## src/rtl/flash_update_sequencer_pkg.sv

```systemverilog
// Shared constants for the flash update sequencer: FSM encodings, CR/SR field
// positions, error codes and the CR rewrite helpers used by the top.
package flash_seq_pkg;

    localparam logic [3:0] S_IDLE      = 4'd0;
    localparam logic [3:0] S_RD_CR     = 4'd1;
    localparam logic [3:0] S_WR_UNPROT = 4'd2;
    localparam logic [3:0] S_WR_ERASE  = 4'd3;
    localparam logic [3:0] S_POLL_E    = 4'd4;
    localparam logic [3:0] S_CHK_E     = 4'd5;
    localparam logic [3:0] S_WAIT_SRC  = 4'd6;
    localparam logic [3:0] S_WR_DATA   = 4'd7;
    localparam logic [3:0] S_POLL_W    = 4'd8;
    localparam logic [3:0] S_CHK_W     = 4'd9;
    localparam logic [3:0] S_WR_PROT   = 4'd10;
    localparam logic [3:0] S_DONE      = 4'd11;

    localparam int CR_SEC_LSB  = 20;
    localparam int CR_SEC_MSB  = 22;
    localparam int CR_WP_BASE  = 22;    // WP bit for sector s is CR_WP_BASE + s
    localparam int SR_WRITE_OK = 3;
    localparam int SR_ERASE_OK = 4;

    localparam logic [2:0] CR_NONE_SECTOR = 3'd7;

    typedef enum logic [2:0] {
        ERR_NONE    = 3'd0,
        ERR_SECTOR  = 3'd1,
        ERR_ERASE   = 3'd2,
        ERR_WRITE   = 3'd3,
        ERR_TIMEOUT = 3'd4
    } err_code_e;

    // Saved CR with the target sector unprotected and no erase selected.
    function automatic logic [31:0] cr_unprot(input logic [31:0] cr, input logic [2:0] sector);
        logic [31:0] r;
        r = cr;
        r[CR_WP_BASE + int'(sector)] = 1'b0;
        r[CR_SEC_MSB:CR_SEC_LSB] = CR_NONE_SECTOR;
        r[19:0] = '1;
        return r;
    endfunction

    // Same as the unprotect value but with the sector-erase field armed.
    function automatic logic [31:0] cr_erase(input logic [31:0] cr, input logic [2:0] sector);
        logic [31:0] r;
        r = cr_unprot(cr, sector);
        r[CR_SEC_MSB:CR_SEC_LSB] = sector;
        return r;
    endfunction

endpackage

```

## src/rtl/flash_update_sequencer_status_poller.sv

```systemverilog
// Status-register poller: repeats rdsr until the busy field clears or the
// read budget is exhausted, then reports the erase/write success flags.
module flash_status_poller
    import flash_seq_pkg::*;
#(
    parameter int POLL_LIMIT = 2000000
) (
    input  logic       clk,
    input  logic       reset,
    input  logic       go,
    input  logic       done_csr,
    input  logic [3:0] sr_in,       // {erase_ok, write_ok, busy[1:0]}
    output logic       start_rdsr,
    output logic       done,
    output logic       timeout,
    output logic [1:0] sr_ok        // {erase_ok, write_ok} of the final read
);

    localparam int PW = $clog2(POLL_LIMIT + 1);

    logic          active;
    logic [PW-1:0] remaining;

    // Down-counts remaining SR reads; the read that lands on a count of one is the last allowed.
    always_ff @(posedge clk or negedge reset) begin
        if (!reset) begin
            active     <= 1'b0;
            remaining  <= '0;
            start_rdsr <= 1'b0;
            done       <= 1'b0;
            timeout    <= 1'b0;
            sr_ok      <= 2'b00;
        end else begin
            start_rdsr <= 1'b0;
            done       <= 1'b0;
            if (go) begin
                active     <= 1'b1;
                remaining  <= PW'(POLL_LIMIT);
                timeout    <= 1'b0;
                start_rdsr <= 1'b1;
            end else if (active && done_csr) begin
                sr_ok <= sr_in[3:2];
                if (sr_in[1:0] == 2'b00) begin
                    active <= 1'b0;
                    done   <= 1'b1;
                end else if (remaining == PW'(1)) begin
                    active  <= 1'b0;
                    done    <= 1'b1;
                    timeout <= 1'b1;
                end else begin
                    remaining  <= remaining - PW'(1);
                    start_rdsr <= 1'b1;
                end
            end
        end
    end

endmodule

```

## src/rtl/flash_update_sequencer.sv

```systemverilog
// Image-update sequencer: read CR, unprotect and erase one sector, program a
// word stream, then restore the saved CR. One FlashControl command at a time.
//
// state       | meaning
// IDLE        | waiting for a command
// RD_CR       | reading CR to save protection
// WR_UNPROT   | clearing WP bit of target sector
// WR_ERASE    | arming sector erase
// POLL_E      | polling SR until erase finishes
// CHK_E       | checking erase success flag
// WAIT_SRC    | waiting for next program word
// WR_DATA     | programming one word
// POLL_W      | polling SR until write finishes
// CHK_W       | checking write success, advancing index
// WR_PROT     | restoring saved CR
// DONE        | one-cycle completion pulse
module flash_update_sequencer
    import flash_seq_pkg::*;
#(
    parameter int ADDR_W     = 17,
    parameter int CNT_W      = 17,
    parameter int POLL_LIMIT = 2000000
) (
    input  logic              clk,
    input  logic              reset,
    input  logic              cmd_valid,
    output logic              cmd_ready,
    input  logic [2:0]        cmd_sector,
    input  logic [ADDR_W-1:0] cmd_base,
    input  logic [CNT_W-1:0]  cmd_num,
    input  logic              src_valid,
    output logic              src_ready,
    input  logic [31:0]       src_data,
    output logic              busy,
    output logic              done,
    output logic              err,
    output logic [2:0]        err_code,
    output logic              start_rdsr,
    output logic              start_rdcr,
    output logic              start_wrcr,
    output logic [31:0]       wr_data_csr,
    input  logic [31:0]       rd_data_csr,
    input  logic              done_csr,
    output logic              start_wrdata,
    output logic [23:0]       rw_addr_data,
    output logic [31:0]       wr_data_data,
    input  logic              done_data
);

    logic [3:0]        state, state_d;
    logic              ready_q, cmd_sent, issue, poll_go;
    logic              poll_done, poll_timeout;
    logic [1:0]        poll_ok;
    logic [2:0]        sector_q;
    logic [ADDR_W-1:0] base_q, addr_next;
    logic [CNT_W-1:0]  num_q, idx_q, idx_inc;
    logic [31:0]       cr_q, word_q, cr_mux;
    err_code_e         err_q;

    flash_status_poller #(.POLL_LIMIT(POLL_LIMIT)) u_poller (
        .clk        (clk),
        .reset      (reset),
        .go         (poll_go),
        .done_csr   (done_csr),
        .sr_in      ({rd_data_csr[SR_ERASE_OK], rd_data_csr[SR_WRITE_OK], rd_data_csr[1:0]}),
        .start_rdsr (start_rdsr),
        .done       (poll_done),
        .timeout    (poll_timeout),
        .sr_ok      (poll_ok)
    );

    assign cmd_ready = ready_q && (state == S_IDLE);
    assign src_ready = (state == S_WAIT_SRC) && src_valid;
    assign busy      = (state != S_IDLE);
    assign done      = (state == S_DONE);
    assign err       = done && (err_q != ERR_NONE);
    assign err_code  = done ? err_q : ERR_NONE;
    assign issue     = !cmd_sent && (state inside {S_RD_CR, S_WR_UNPROT, S_WR_ERASE, S_POLL_E,
                                                   S_WR_DATA, S_POLL_W, S_WR_PROT});
    assign poll_go   = issue && (state inside {S_POLL_E, S_POLL_W});
    assign idx_inc   = idx_q + CNT_W'(1);
    assign addr_next = base_q + ADDR_W'(idx_q);

    // CR value for the write issued in the current state.
    always_comb begin
        cr_mux = cr_q;
        case (state)
            S_WR_UNPROT: cr_mux = cr_unprot(cr_q, sector_q);
            S_WR_ERASE:  cr_mux = cr_erase(cr_q, sector_q);
            default:     cr_mux = cr_q;
        endcase
    end

    // Next-state logic; command states advance only on the done pulse of their own command.
    always_comb begin
        state_d = state;
        case (state)
            S_IDLE:      if (cmd_valid && cmd_ready)
                             state_d = (cmd_sector inside {[3'd1:3'd5]}) ? S_RD_CR : S_DONE;
            S_RD_CR:     if (cmd_sent && done_csr) state_d = S_WR_UNPROT;
            S_WR_UNPROT: if (cmd_sent && done_csr) state_d = S_WR_ERASE;
            S_WR_ERASE:  if (cmd_sent && done_csr) state_d = S_POLL_E;
            S_POLL_E:    if (poll_done) state_d = poll_timeout ? S_WR_PROT : S_CHK_E;
            S_CHK_E:     state_d = (!poll_ok[1] || num_q == '0) ? S_WR_PROT : S_WAIT_SRC;
            S_WAIT_SRC:  if (src_valid) state_d = S_WR_DATA;
            S_WR_DATA:   if (cmd_sent && done_data) state_d = S_POLL_W;
            S_POLL_W:    if (poll_done) state_d = poll_timeout ? S_WR_PROT : S_CHK_W;
            S_CHK_W:     state_d = (!poll_ok[0] || idx_inc == num_q) ? S_WR_PROT : S_WAIT_SRC;
            S_WR_PROT:   if (cmd_sent && done_csr) state_d = S_DONE;
            S_DONE:      state_d = S_IDLE;
            default:     state_d = S_IDLE;
        endcase
    end

    // State register, command bookkeeping, datapath registers and registered start pulses.
    always_ff @(posedge clk or negedge reset) begin
        if (!reset) begin
            state        <= S_IDLE;
            ready_q      <= 1'b0;
            cmd_sent     <= 1'b0;
            sector_q     <= '0;
            base_q       <= '0;
            num_q        <= '0;
            idx_q        <= '0;
            cr_q         <= '0;
            word_q       <= '0;
            err_q        <= ERR_NONE;
            start_rdcr   <= 1'b0;
            start_wrcr   <= 1'b0;
            start_wrdata <= 1'b0;
            wr_data_csr  <= '0;
            rw_addr_data <= '0;
            wr_data_data <= '0;
        end else begin
            state        <= state_d;
            ready_q      <= 1'b1;
            cmd_sent     <= (state_d != state) ? 1'b0 : (cmd_sent || issue);
            start_rdcr   <= issue && (state == S_RD_CR);
            start_wrcr   <= issue && (state inside {S_WR_UNPROT, S_WR_ERASE, S_WR_PROT});
            start_wrdata <= issue && (state == S_WR_DATA);
            if (issue && (state inside {S_WR_UNPROT, S_WR_ERASE, S_WR_PROT}))
                wr_data_csr <= cr_mux;
            if (issue && (state == S_WR_DATA)) begin
                rw_addr_data <= 24'(addr_next);
                wr_data_data <= word_q;
            end
            case (state)
                S_IDLE: if (cmd_valid && cmd_ready) begin
                    sector_q <= cmd_sector;
                    base_q   <= cmd_base;
                    num_q    <= cmd_num;
                    idx_q    <= '0;
                    err_q    <= (cmd_sector inside {[3'd1:3'd5]}) ? ERR_NONE : ERR_SECTOR;
                end
                S_RD_CR: if (cmd_sent && done_csr) cr_q <= rd_data_csr;
                S_POLL_E, S_POLL_W:
                    if (poll_done && poll_timeout && err_q == ERR_NONE) err_q <= ERR_TIMEOUT;
                S_CHK_E: if (!poll_ok[1] && err_q == ERR_NONE) err_q <= ERR_ERASE;
                S_WAIT_SRC: if (src_valid) word_q <= src_data;
                S_CHK_W: begin
                    if (!poll_ok[0]) begin
                        if (err_q == ERR_NONE) err_q <= ERR_WRITE;
                    end else begin
                        idx_q <= idx_inc;
                    end
                end
                default: ;
            endcase
        end
    end

endmodule

```

## config.mk

```make
export PLATFORM = sky130hd
export DESIGN_NAME = flash_update_sequencer
export DESIGN_NICKNAME = d
export VERILOG_FILES = /design/src/rtl/flash_update_sequencer_pkg.sv /design/src/rtl/flash_update_sequencer_status_poller.sv /design/src/rtl/flash_update_sequencer.sv
export SDC_FILE = /design/constraint.sdc
export NUM_CORES = 1
export LEC_CHECK = 0
export ABC_AREA = 1
export ABC_CLOCK_PERIOD_IN_PS = 2300
export CORE_MARGIN = 2
export CORE_UTILIZATION = 53
export CTS_CLUSTER_DIAMETER = 40
export DETAILED_ROUTE_END_ITERATION = 6
export MAX_ROUTING_LAYER = met4
export PLACE_DENSITY_LB_ADDON = 0.05
export SLEW_MARGIN = 5
export SYNTH_ARGS = -nofsm -noshare
export SYNTH_HDL_FRONTEND = slang
export SYNTH_HIERARCHICAL = 1
export SYNTH_SLANG_ARGS = --single-unit
```

## constraint.sdc

```tcl
create_clock -name clk -period 2.3 [get_ports clk]
set_input_delay 0.345 -clock clk [delete_from_list [all_inputs] [get_ports clk]]
set_output_delay 0.345 -clock clk [all_outputs]
set_load 0.005 [all_outputs]
```

==> metrics <==
DR WL met2=14,000 um; CP delay by family, top=simple AND/OR/NAND/NOR gates; routability congestion estimate=0.925; die area=23,100 um2; max_slew headroom=65.5%; critical-path cell list=ha_1 -> a21oi_1 -> o21ai_0 -> buf_4 -> nand4_1 -> nand4_1 -> a21o_1 -> or2_2 -> nand3_1 -> nand2_1; HPWL after DPL=21,000 um; Achievable Freq=460 MHz; number of synthesized flops with an enable pin=0; Final TNS setup=0 ns; ys async rst share=100%; Top cell by count, worst path=nand4_1; TritonCTS clock tree=yes; share of cells above drive strength 1=9.73%; initial antenna violation count=0; final hold violations=0; Setup Viol. Count Final=0; first-pass GRT wire length=48,900 um; Netlist cell types=46; initial drt markers=728; Top Metal Used=met4; met1 WL=13,300 um; commonest non-fill, non-tap cell in the layout=nand2_1; number of max-cap violations=0; DRT antenna net count=0; Critical Path Sink Type=flop; die width=152 um; Synth warnings=6; metal3 WL=1910 um; Post-Syn Area=11,600 um2; Initial Util=53.5%; post-synthesis area per instance=8.05 um2; clock skew=0.0161 ns; fin crit share=94.6%; kind of critical path=flop to flop; leakage power=7.48 nW; P&R area growth vs syn=32.7%; nets=1,803; status=complete, no violations; top-area cell type share of the netlist area=51.3%; die height=152 um; Avg WL per Cell=15.0 um; flops & latches, synth=238; vias per cell=5.16; Synth area leader=dfrtp_1; Min Clock Period, post-route=2.17 ns; slew of the pin with the lowest slew margin=0.513 ns; vias in the first global route=9,912; DRC Markers=0; diode count=0; WP buf/inv=1; Ports=207; worst hold slack=0.380 ns; Post-Syn Instances=1,442; power density cells=1370 nW/um2; H-tree depth=2; most frequent cells in the layout=nand2_1, dfrtp_1, clkdlybuf4s50_1, inv_1, nor2_1; via count=10.2k; DRT Wirelength=29,700 um; top post-synthesis cells by area=dfrtp_1, nand2_1, o21ai_0; Clk Latency, worst-skew pair=0.50 ns; Remaining Overflow, GRT=0; Clock Tree Root=clkbuf_16; Main synth FF type=dfrtp_1; CP Data Required Time=2.68 ns; DRT Pass-1 Iters=5; crit path launch type=flop; FP Rows=54; CP Max Fanout=5; Crit path arrival time=2.56 ns; CP max-delay cell=dfrtp_2; Seq/Total Area, Yosys=51.3%; HP Class=input pin to async pin; Max clock buf depth=3; # port buffers=199; CP max stage delay=0.44 ns; RSZ-0062 raised after global routing=false; gr usage total=26.4%; cts bufs inserted=37; Peak VDD IR=802 uV; final slew viol count=0; fillcell total=1,699; Core Footprint=21,700 um2; clk sinks=238; Clk pin slew, worst setup/hold paths=0.05 ns; largest net degree at the start of global routing=66
==> cells in the mapped netlist, drive strengths merged, types with 5 or more instances <==
master  instances
or2             6
nand3          80
inv           135
o211ai          9
nand4          14
nor4            5
xnor2           6
a21oi          44
ha             21
nand3b          5
buf            23
nor3            9
o21ai         119
o22ai          12
clkbuf         32
nor2          146
dfrtp         238
xor2           16
nand2         498
==> flip-flops by register name (all words and copies together) (netlist names), 2 cells and up <==
signal and flops:
err_q 3, wr_data_data 32, cr_q 32, state 4, num_q 17, u_poller/sr_ok 2, idx_q 17, sector_q 3
u_poller/remaining 21, wr_data_csr 32, base_q 17, rw_addr_data 17, word_q 32
==> kinds of logic after synthesis <==
logic type / count (synthesis) / share of synthesized area (%)
buffers and inverters: 190 / 6.78
AOI/OAI and AO/OA: 202 / 9.48
adders and majority gates: 22 / 2.44
and+or+nand+nor: 763 / 27.7
other: 2 / 0.0647
xor gates and xnor gates: 25 / 2.25
DFF: 238 / 51.3
==> area by class of cell <==
class                      instances  area, um2  share of cell area [%]
inverter                         135        509                    3.31
timing repair buffer             242       2390                    15.5
tap                              280        350                    2.27
clock inverter                    12        204                    1.32
multi-input combinational       1020       4970                    32.3
sequential                       238       5970                    38.7
clock buffer                      49       1010                    6.56
==> stage by stage <==
step	setup slack [ns]	area, um2	utilization (%)	power, mW	instances
final	0.125	15400	71.0	21.1	1976
after global routing	0.00398	15400	71.0	22.7	1976
after CTS	-0.00944	15300	70.5	21.1	1967
after detailed placement	0.0779	14000	64.6	15.3	1902
after global placement	0.133	14000	64.6	15.1	1902
after floorplan	0.259	11600	-	12.1	1448
==> routing by layer <==
layer  global-route usage [%]  vias up
li1                         -     5061
met1                     35.9     4794
met2                     41.1      309
met3                     4.79       39
met4                     7.03        0
met5                        -        -
==> report_power, final <==
part           internal [mW]  switching (mW)
clock                   3.63            1.86
combinational           3.71            4.47
sequential              6.06            1.33
==> repair_timing <==
item / CTS / global route
hold buffers: 1 / 0
setup endpoints to repair: 7 / 14
endpoints found under the hold margin: 51 / 0
gates resized for setup: 13 / 24
pin swaps: 1 / 1
setup buffers: 3 / 9
==> worst paths after layout <==
check	endpoint	cells after the start	slack, ns	start
max reg2reg	rw_addr_data[14]	10	0.13	idx_q[3]
min	word_q[6]	2	0.38	reset
min in group clk	cr_q[28]	3	0.38	rd_data_csr[28]
min reg2reg	cr_q[12]	2	0.47	cr_q[12]
max	rw_addr_data[14]	10	0.13	idx_q[3]
max in group asynchronous	idx_q[5]	3	1.17	reset
No activity file was read; power rests on OpenSTA's default activity.
